**src/rtl/fetch_stage.sv**
```systemverilog
// Instruction-fetch stage: PC register, next-PC selection (seq/branch/jump/jr)
// and the IF/ID pipeline register, with a sticky misaligned-fetch fault.
//
// state    | meaning
// ---------+---------------------------------------------------------------
// ST_RUN   | normal fetch; PC advances to npc unless stalled
// ST_FAULT | misaligned npc seen; PC frozen, D fed nops until reset
module fetch_stage #(
  parameter logic [31:0] PC_RESET = 32'h0000_3000
) (
  input  logic        clk,
  input  logic        reset,
  input  logic        stall,
  input  logic [1:0]  npc_sel,
  input  logic        branch_taken,
  input  logic [31:0] jr_target,
  output logic [31:0] im_addr,
  input  logic [31:0] im_rdata,
  output logic [31:0] instr_D,
  output logic [31:0] pc_D,
  output logic [31:0] pc8_D,
  output logic [15:0] imm16_D,
  output logic        valid_D,
  output logic        fault
);

  localparam logic [0:0] ST_RUN   = 1'b0;
  localparam logic [0:0] ST_FAULT = 1'b1;

  localparam logic [1:0] NPC_SEQ = 2'd0;
  localparam logic [1:0] NPC_BR  = 2'd1;
  localparam logic [1:0] NPC_JMP = 2'd2;
  localparam logic [1:0] NPC_JR  = 2'd3;

  logic [0:0]  state_q, state_d;
  logic [31:0] pc_f_q, pc_f_d;
  logic [31:0] ifid_instr_q, ifid_instr_d;
  logic [31:0] ifid_pc_q, ifid_pc_d;
  logic        ifid_valid_q, ifid_valid_d;

  logic [31:0] seq_pc;
  logic [31:0] br_pc;
  logic [31:0] jmp_pc;
  logic [31:0] br_offset;
  logic [31:0] npc;
  logic        npc_misaligned;

  always_comb begin
    seq_pc    = pc_f_q + 32'd4;
    br_offset = {{14{ifid_instr_q[15]}}, ifid_instr_q[15:0], 2'b00};
    br_pc     = ifid_pc_q + 32'd4 + br_offset;
    jmp_pc    = {ifid_pc_q[31:28], ifid_instr_q[25:0], 2'b00};
    npc       = seq_pc;
    case (npc_sel)
      NPC_BR:  if (branch_taken) npc = br_pc;
      NPC_JMP: npc = jmp_pc;
      NPC_JR:  npc = jr_target;
      default: npc = seq_pc;
    endcase
    npc_misaligned = (npc[1:0] != 2'b00);
  end

  always_comb begin
    state_d      = state_q;
    pc_f_d       = pc_f_q;
    ifid_instr_d = ifid_instr_q;
    ifid_pc_d    = ifid_pc_q;
    ifid_valid_d = ifid_valid_q;
    case (state_q)
      ST_RUN: begin
        if (!stall) begin
          if (npc_misaligned) begin
            // The bad target is never fetched; the detecting edge already injects the bubble.
            state_d      = ST_FAULT;
            ifid_instr_d = 32'h0;
            ifid_valid_d = 1'b0;
          end else begin
            pc_f_d       = npc;
            ifid_instr_d = im_rdata;
            ifid_pc_d    = pc_f_q;
            ifid_valid_d = 1'b1;
          end
        end
      end
      default: begin
        ifid_instr_d = 32'h0;
        ifid_valid_d = 1'b0;
      end
    endcase
  end

  always_ff @(posedge clk or posedge reset) begin
    if (reset) begin
      state_q      <= ST_RUN;
      pc_f_q       <= PC_RESET;
      ifid_instr_q <= 32'h0;
      ifid_pc_q    <= 32'h0;
      ifid_valid_q <= 1'b0;
    end else begin
      state_q      <= state_d;
      pc_f_q       <= pc_f_d;
      ifid_instr_q <= ifid_instr_d;
      ifid_pc_q    <= ifid_pc_d;
      ifid_valid_q <= ifid_valid_d;
    end
  end

  assign im_addr = pc_f_q;
  assign instr_D = ifid_instr_q;
  assign pc_D    = ifid_pc_q;
  assign pc8_D   = ifid_pc_q + 32'd8;
  assign imm16_D = ifid_instr_q[15:0];
  assign valid_D = ifid_valid_q;
  assign fault   = (state_q == ST_FAULT);

endmodule

```
**config.mk**
```make
export PLATFORM = sky130hd
export DESIGN_NAME = fetch_stage
export DESIGN_NICKNAME = d
export VERILOG_FILES = /design/src/rtl/fetch_stage.sv
export SDC_FILE = /design/constraint.sdc
export NUM_CORES = 1
export LEC_CHECK = 0
export ABC_AREA = 1
export BUFFER_PORTS_ARGS = -buffer_cell sky130_fd_sc_hd__buf_4
export CORE_UTILIZATION = 23
export DETAILED_ROUTE_END_ITERATION = 8
export PLACE_DENSITY = 0.53
export REMOVE_ABC_BUFFERS = 1
export SYNTH_ARGS = -nofsm -noshare
export SYNTH_HDL_FRONTEND = slang
export SYNTH_SLANG_ARGS = --single-unit
```
**constraint.sdc**
```tcl
create_clock -name clk -period 3.3 [get_ports clk]
set_clock_uncertainty 0.05 [all_clocks]
set_input_delay 0.165 -clock clk [delete_from_list [all_inputs] [get_ports clk]]
set_output_delay 0.165 -clock clk [all_outputs]
set_load 0.03 [all_outputs]
```
==> results of run 1 <==
[cells in the mapped netlist (all sizes together) (2+ instances only)]
cell type,instances,area [µm²]
o2111ai,7,61.3
inv,197,742
a22o,9,78.8
xor2,33,289
clkbuf,17,63.8
buf,38,267
nand4,12,75.1
nor4,2,12.5
ha,59,738
a21oi,59,329
nor2,104,447
o21bai,3,22.5
nand3,89,450
xnor2,9,78.8
nand2,560,2110
o211ai,3,22.5
nor3,24,150
dfstp,2,52.6
nand3b,2,15.0
o21ai,56,280
a221oi,16,140
dfrtp,96,2400
[final cells by class]
class,count,area [µm²]
fill,4253,26100
multi-input combinational,1053,5370
sequential,98,2450
timing repair buffer,276,2180
inverter,198,748
tap,511,639
clock buffer,10,229
clock inverter,6,88.8
[layer usage]
| layer | global-route usage, % | share of wire, % | wire length, µm | vias to the layer above |
|---|---|---|---|---|
| met4 | 8.40 | 3.7 | 1390 | 0 |
| met2 | 32.3 | 47 | 17900 | 265 |
| met5 | 0 | 0 | 0 | - |
| met3 | 2.09 | 3.9 | 1490 | 61 |
| li1 | - | - | - | 4886 |
| met1 | 25.8 | 45 | 17300 | 4590 |
[flip-flops by register name, summed over array words and instances (netlist names)]
name,cells
pc_D,32
valid_D,1
fault,1
instr_D,32
im_addr,32
[worst min-delay path: stages]
cell and delay [ns]:
buf_4 0.08, nand2_1 0.04, nand3_1 0.07, nand2_1 0.05, nand2_1 0.05
[metrics by stage]
stage	total power, mW	instance area, µm²
2_1_floorplan	4.74	8560
3_3_place_gp	6.66	11100
3_5_place_dp	6.68	11100
4_1_cts	7.94	11700
5_1_grt	8.42	11700
6_report	7.91	11700
[worst paths after layout]
path | to | slack (ns) | cells past startpoint
max | pc8_D[28] | 0.30 | 11
min | im_addr[18] | 0.06 | 5
max reg2reg | im_addr[25] | 0.33 | 16
min reg2reg | valid_D | 0.46 | 2
max in group asynchronous | im_addr[13] | 1.93 | 4
min in group asynchronous | instr_D[31] | 0.44 | 3
[cell families after synthesis]
| logic type | synth area share (%) |
|---|---|
| and+or+nand+nor | 36.8 |
| adders and majority gates | 8.53 |
| xor gates and xnor gates | 4.14 |
| DFF | 27.6 |
| buffers and inverters | 12.1 |
| AOI/OAI and AO/OA | 10.8 |
[where the power goes]
group | leakage [nW] | internal, mW | total (mW) | switching (mW)
clock | 0.149 | 0.668 | 1.20 | 0.534
sequential | 1.26 | 1.51 | 2.12 | 0.606
combinational | 4.84 | 1.58 | 4.59 | 3.01
total | 6.25 | 3.76 | 7.91 | 4.15
==> results.md, run 1 <==
- Initial Utilization: 23.5%
- PD cells: 675 nW/µm²
- Status: finished clean
- Final std cells w/o fill: 2,152
- Post-CTS Hold Fix Bufs: 33
- Synth Flop Type: dfrtp_1
- # resized after CTS: 0
- I/O Buffers: 215
- Max-slew headroom: 24.6%
- Register bit total from synthesis: 98
- Hold WC Path Type: input pin to register
- Critical Path AT: 2.78 ns
- Initial antenna violation count: 0
- DP Worst Slack: 0.381 ns
- Die area: 39,500 µm²
- Gr usage total: 19.6%
- Mapped Area: 8890 µm²
- CP Buf/Inv Count: 2
- Setup bufs post-CTS: 0
- Post-synthesis async set-or-reset flop share: 100%
- Routed wire per std cell: 17.7 µm
- Fin Setup TNS: 0 ns
- Yosys cell types: 42
- FP Rows: 71
- Detailed Routing Iterations Pass 1: 5
- First-pass GRT wire length: 57,900 µm
- Core region area: 37,800 µm²
- Max stage delay cell, worst path: dfrtp_1
- Vias per cell: 4.55
- Crit path from: pc_D[3]
- Post-Syn Area per Cell: 6.33 µm²
- Skew-Pair Late Insertion Delay: 0.37 ns
- Critical Path RT: 3.08 ns
- CP endpoint kind: output pin
- Yosys synthesis warning count: 0
- Share of cells above drive strength 1: 18.3%
- CTS tree: done
- Min-delay src: jr_target[18]
- # clock sinks: 98
- Root Driver: clkbuf_16
- H-Tree Depth: 3
- Final min period: 3.00 ns
- Post-synth EDFFs: 0
- Ant diodes: 0
- Crit-path max FO: 5
- Final period utilization: 90.8%
- Post-DP HPWL: 29,900 µm
- Final setup fails: 0
- Final WS setup: 0.305 ns
- Top Family by Delay on Critical Path: simple AND/OR/NAND/NOR gates
- RSZ-0062 raised after global routing: no
- Max Slew Vio Count: 0
- Commonest non-fill, non-tap cells in the layout: nand2_1 (557), buf_4 (241), inv_1 (189), dfrtp_1 (96), nor2_1 (92)
- Critical register-to-register path startpoint: pc_D[3]
- Ports: 216
- Post-synthesis sequential area ratio: 27.6%
- Core Util, Final: 30.9%
- Lkg Pwr: 6.25 nW
- Number of remaining DRC errors: 0
- Clk slew on worst S/H paths: 0.07 ns
- Fmax achieved: 334 MHz
- Vias in the first global route: 9,694
- Max cap viols: 0
- Crit path launch type: register
- Final hold violation count: 0
- CTS buffer count: 9
- Commonest non-fill, non-tap cell in the layout: nand2_1
- Die W: 199 µm
- Routability cong.: 0.974
- Placed Cells: 2,103
- Critical-path cell list: nand3_1, inv_1, nand3_1, nor2_2, nand3_2, nor2_4, nand2_2, nor2_2, nand2_1, xor2_1, buf_4
- Max Root-Sink Buffers: 2
- DRT Wirelength: 38,100 µm
- Post-Syn Instances: 1,404
- Final Net Count: 1,766
- Total congestion overflow: 0
- WS Path Type: register to output pin
- Worst-margin pin slew: 1.13 ns
- CP max stage delay: 0.47 ns
- Drt initial violations: 597
- Largest net degree at the start of global routing: 98
- Layout Area Growth over Synthesis: 31.7%
- Hold WS: 0.0595 ns
- Worst vdd ir: 300 µV
- Die height: 199 µm
- Antenna-violating nets left: 0
- DR vias: 9,802
Note: power is estimated with default switching activity, not from simulation.
==> inputs of run 2 (changes only) <==
CORE_MARGIN = 5   (was default)
clock period = 3.4 ns   (was 3.3 ns; I/O delays follow)
==> run 2 against run 1 <==
  * Register-to-register slack better by 0.05 ns
  * Routed wire length down 0.26%
  * Sequential cell count unchanged
  * First-iteration DRC count down 17%
  * Critical path depth down 1
  * Total power down 4.2%
==> results.md, run 2 (synthesized netlist as in run 1, its figures left out) <==
- Status: finished clean
- Post-DP HPWL: 29,900 µm (about the same)
- Total congestion overflow: 0 (unchanged)
- Vias per cell: 4.55 (about the same)
- RSZ-0062 raised after global routing: no
- Worst vdd ir: 343 µV (+14%)
- Die area: 42,700 µm² (+8.2%)
- Commonest non-fill, non-tap cells in the layout: nand2_1 (557), buf_4 (233), inv_1 (189), dfrtp_1 (96), nor2_1 (92)
- Max cap viols: 0 (unchanged)
- Lkg Pwr: 6.22 nW (-0.54%)
- Crit path launch type: register
- Hold WS: 0.0547 ns (-0.00478 ns)
- Ant diodes: 0 (unchanged)
- # clock sinks: 98 (unchanged)
- GR Util met3: 2.70% (+0.62 points)
- CP Buf/Inv Count: 1 (-1)
- Detailed Routing Iterations Pass 1: 6 (+1)
- WS Path Type: register to output pin
- Routability cong.: 0.927 (-4.8%)
- Hold Path Sink: im_addr[18]
- Max Slew Vio Count: 0 (unchanged)
- Share of cells above drive strength 1: 17.9% (-0.35 points)
- DRT Wirelength: 38,000 µm (-0.26%)
- CTS buffer count: 9 (unchanged)
- PD cells: 649 nW/µm² (-3.9%)
- Final Net Count: 1,759 (-0.40%)
- First-pass GRT wire length: 57,500 µm (-0.77%)
- Storage cell area: 2450 µm² (unchanged)
- Reg power frac: 27.3% (+0.5 points)
- Grt met1 use: 22.5% (-3.3 points)
- Commonest non-fill, non-tap cell in the layout: nand2_1
- Busiest metal layer after global routing: met2
- CP dominant cell by count: nand4_1
- Final setup fails: 0 (unchanged)
- Top Family by Delay on Critical Path: simple AND/OR/NAND/NOR gates
- CP max stage delay: 0.49 ns (+0.02 ns)
- WHS Path Cells: 5 (unchanged)
- Antenna-violating nets left: 0 (unchanged)
- Reg-to-Reg End: im_addr[19]
- Core region area: 38,500 µm² (+1.6%)
- Hold WC Path Type: input pin to register
- Ports: 216 (unchanged)
- Multi-input combinational cell area: 5370 µm² (unchanged)
- Die W: 207 µm (+4.0%)
- Clk slew on worst S/H paths: 0.08 ns (about the same)
- Final period utilization: 91.1%
- Initial antenna violation count: 1 (+1)
- Critical register-to-register path startpoint: pc_D[3]
- Initial Utilization: 23.1% (-0.38 points)
- Max stage delay cell, worst path: dfrtp_1
- FF-to-FF path depth: 16 (unchanged)
- Clk pwr share: 14.8% (-0.4 points)
- Drt initial violations: 493 (-17%)
- Final min period: 3.10 ns
- DR vias: 9,799 (-0.031%)
- GRT met2 Usage: 30.9% (-1.4 points)
- Crit-path max FO: 5 (unchanged)
- Root Driver: clkbuf_16
- Critical Path RT: 3.18 ns (+0.10 ns)
- Sw Pwr: 3.99 mW (-3.8%)
- Min-delay src: jr_target[18]
- Routed wire per std cell: 17.7 µm (-0.26%)
- Number of remaining DRC errors: 0 (unchanged)
- Fmax achieved: 323 MHz
- Worst-margin pin slew: 1.01 ns (-0.123 ns)
- Reg2reg setup slack: 0.38 ns (+0.05 ns)
- Largest net degree at the start of global routing: 99 (+1.0%)
- Pint: 3.59 mW (-4.6%)
- CP endpoint kind: output pin
- Critical Path AT: 2.88 ns (+0.10 ns)
- Layout Area Growth over Synthesis: 31.2%
- Max-slew headroom: 32.8% (+8.2 points)
- Die height: 207 µm (+4.0%)
- CTS tree: done
- Gr usage total: 17.7% (-1.9 points)
- Final hold violation count: 0 (unchanged)
- Vias in the first global route: 9,590 (-1.1%)
- H-Tree Depth: 3 (unchanged)
- I/O Buffers: 215 (unchanged)
- Fillers: 4,278 (+0.59%)
- Skew-Pair Late Insertion Delay: 0.37 ns (about the same)
- Fin Setup TNS: 0 ns (unchanged)
- Power share of the combinational group: 57.8% (-0.2 points)
- Sw frac: 52.6% (+0.21 points)
- Max Root-Sink Buffers: 2 (unchanged)
- # resized after CTS: 0 (unchanged)
- Critical-path cell list: ha_1, nand3_1, nor2_1, nand2_1, nor2_2, nand4_1, nor3_2, nand4_1, xor2_1, buf_4
- FP Rows: 72 (+1.4%)
[run 2: worst reg2reg max path, cell delays in order, from the launching register on]
cell and delay [ns]:
dfrtp_1 0.48, ha_1 0.33, ha_1 0.24, inv_1 0.08, fa_1 0.42, inv_1 0.13, nand3_1 0.08, nand3_1 0.18
nand2_1 0.16, a21oi_1 0.22, nor2_1 0.06, nand2_1 0.06, nand3_1 0.16, nand2_1 0.12, nand2_1 0.05, nand2_1 0.06
nand2_1 0.05
[run 2: per-layer routing]
metal	share of wire [%]	wire, µm	vias up
met3	5.1	1960	57
met1	43	16300	4570
li1	-	-	4875
met4	2.5	942	2
met2	50	18900	295
met5	0.018	7	-
[run 2: power groups by stage]
stage          Sequential [mW]  Combinational, mW  Clock, mW
3_5_place_dp              2.09               4.35          0
6_report                  2.07               4.38       1.12
4_1_cts                   2.07               4.40       1.15
2_1_floorplan             2.53               2.07          0
3_3_place_gp              2.09               4.35          0
5_1_grt                   2.13               4.79       1.20
[run 2: worst max path at each step]
stage	startpoint	to	slack [ns]	cells after the start
CTS	pc_D[3]	pc8_D[29]	0.23	10
detailed placement	pc_D[3]	im_addr[19]	0.45	16
global route	pc_D[3]	pc8_D[29]	0.06	10
floorplan	branch_taken	im_addr[8]	0.09	10
finish	pc_D[3]	pc8_D[29]	0.30	10
global placement	pc_D[3]	im_addr[19]	0.47	16
[run 2: cell type report]
class	instances	share of cell area [%]
Inverter	198	6.41
Sequential cell	98	21.0
Clock buffer	12	2.20
Timing Repair Buffer	269	18.3
Tap cell	518	5.55
Multi-Input combinational cell	1053	46.0
Clock inverter	4	0.429
[run 2: stage by stage]
| stage | total power [mW] | instance area [µm²] | util (%) | cells | setup WS (ns) |
|---|---|---|---|---|---|
| after floorplan | 4.60 | 8560 | - | 1349 | 0.0902 |
| after global placement | 6.43 | 11000 | 28.7 | 2103 | 0.467 |
| after detailed placement | 6.45 | 11000 | 28.7 | 2103 | 0.452 |
| after CTS | 7.63 | 11700 | 30.3 | 2152 | 0.228 |
| after global routing | 8.11 | 11700 | 30.3 | 2152 | 0.0624 |
| final | 7.57 | 11700 | 30.3 | 2152 | 0.304 |
[run 2: timing repair]
action,in CTS,in global routing
buffers inserted,0,0
hold buffers,33,0
hold endpoints to repair,128,0
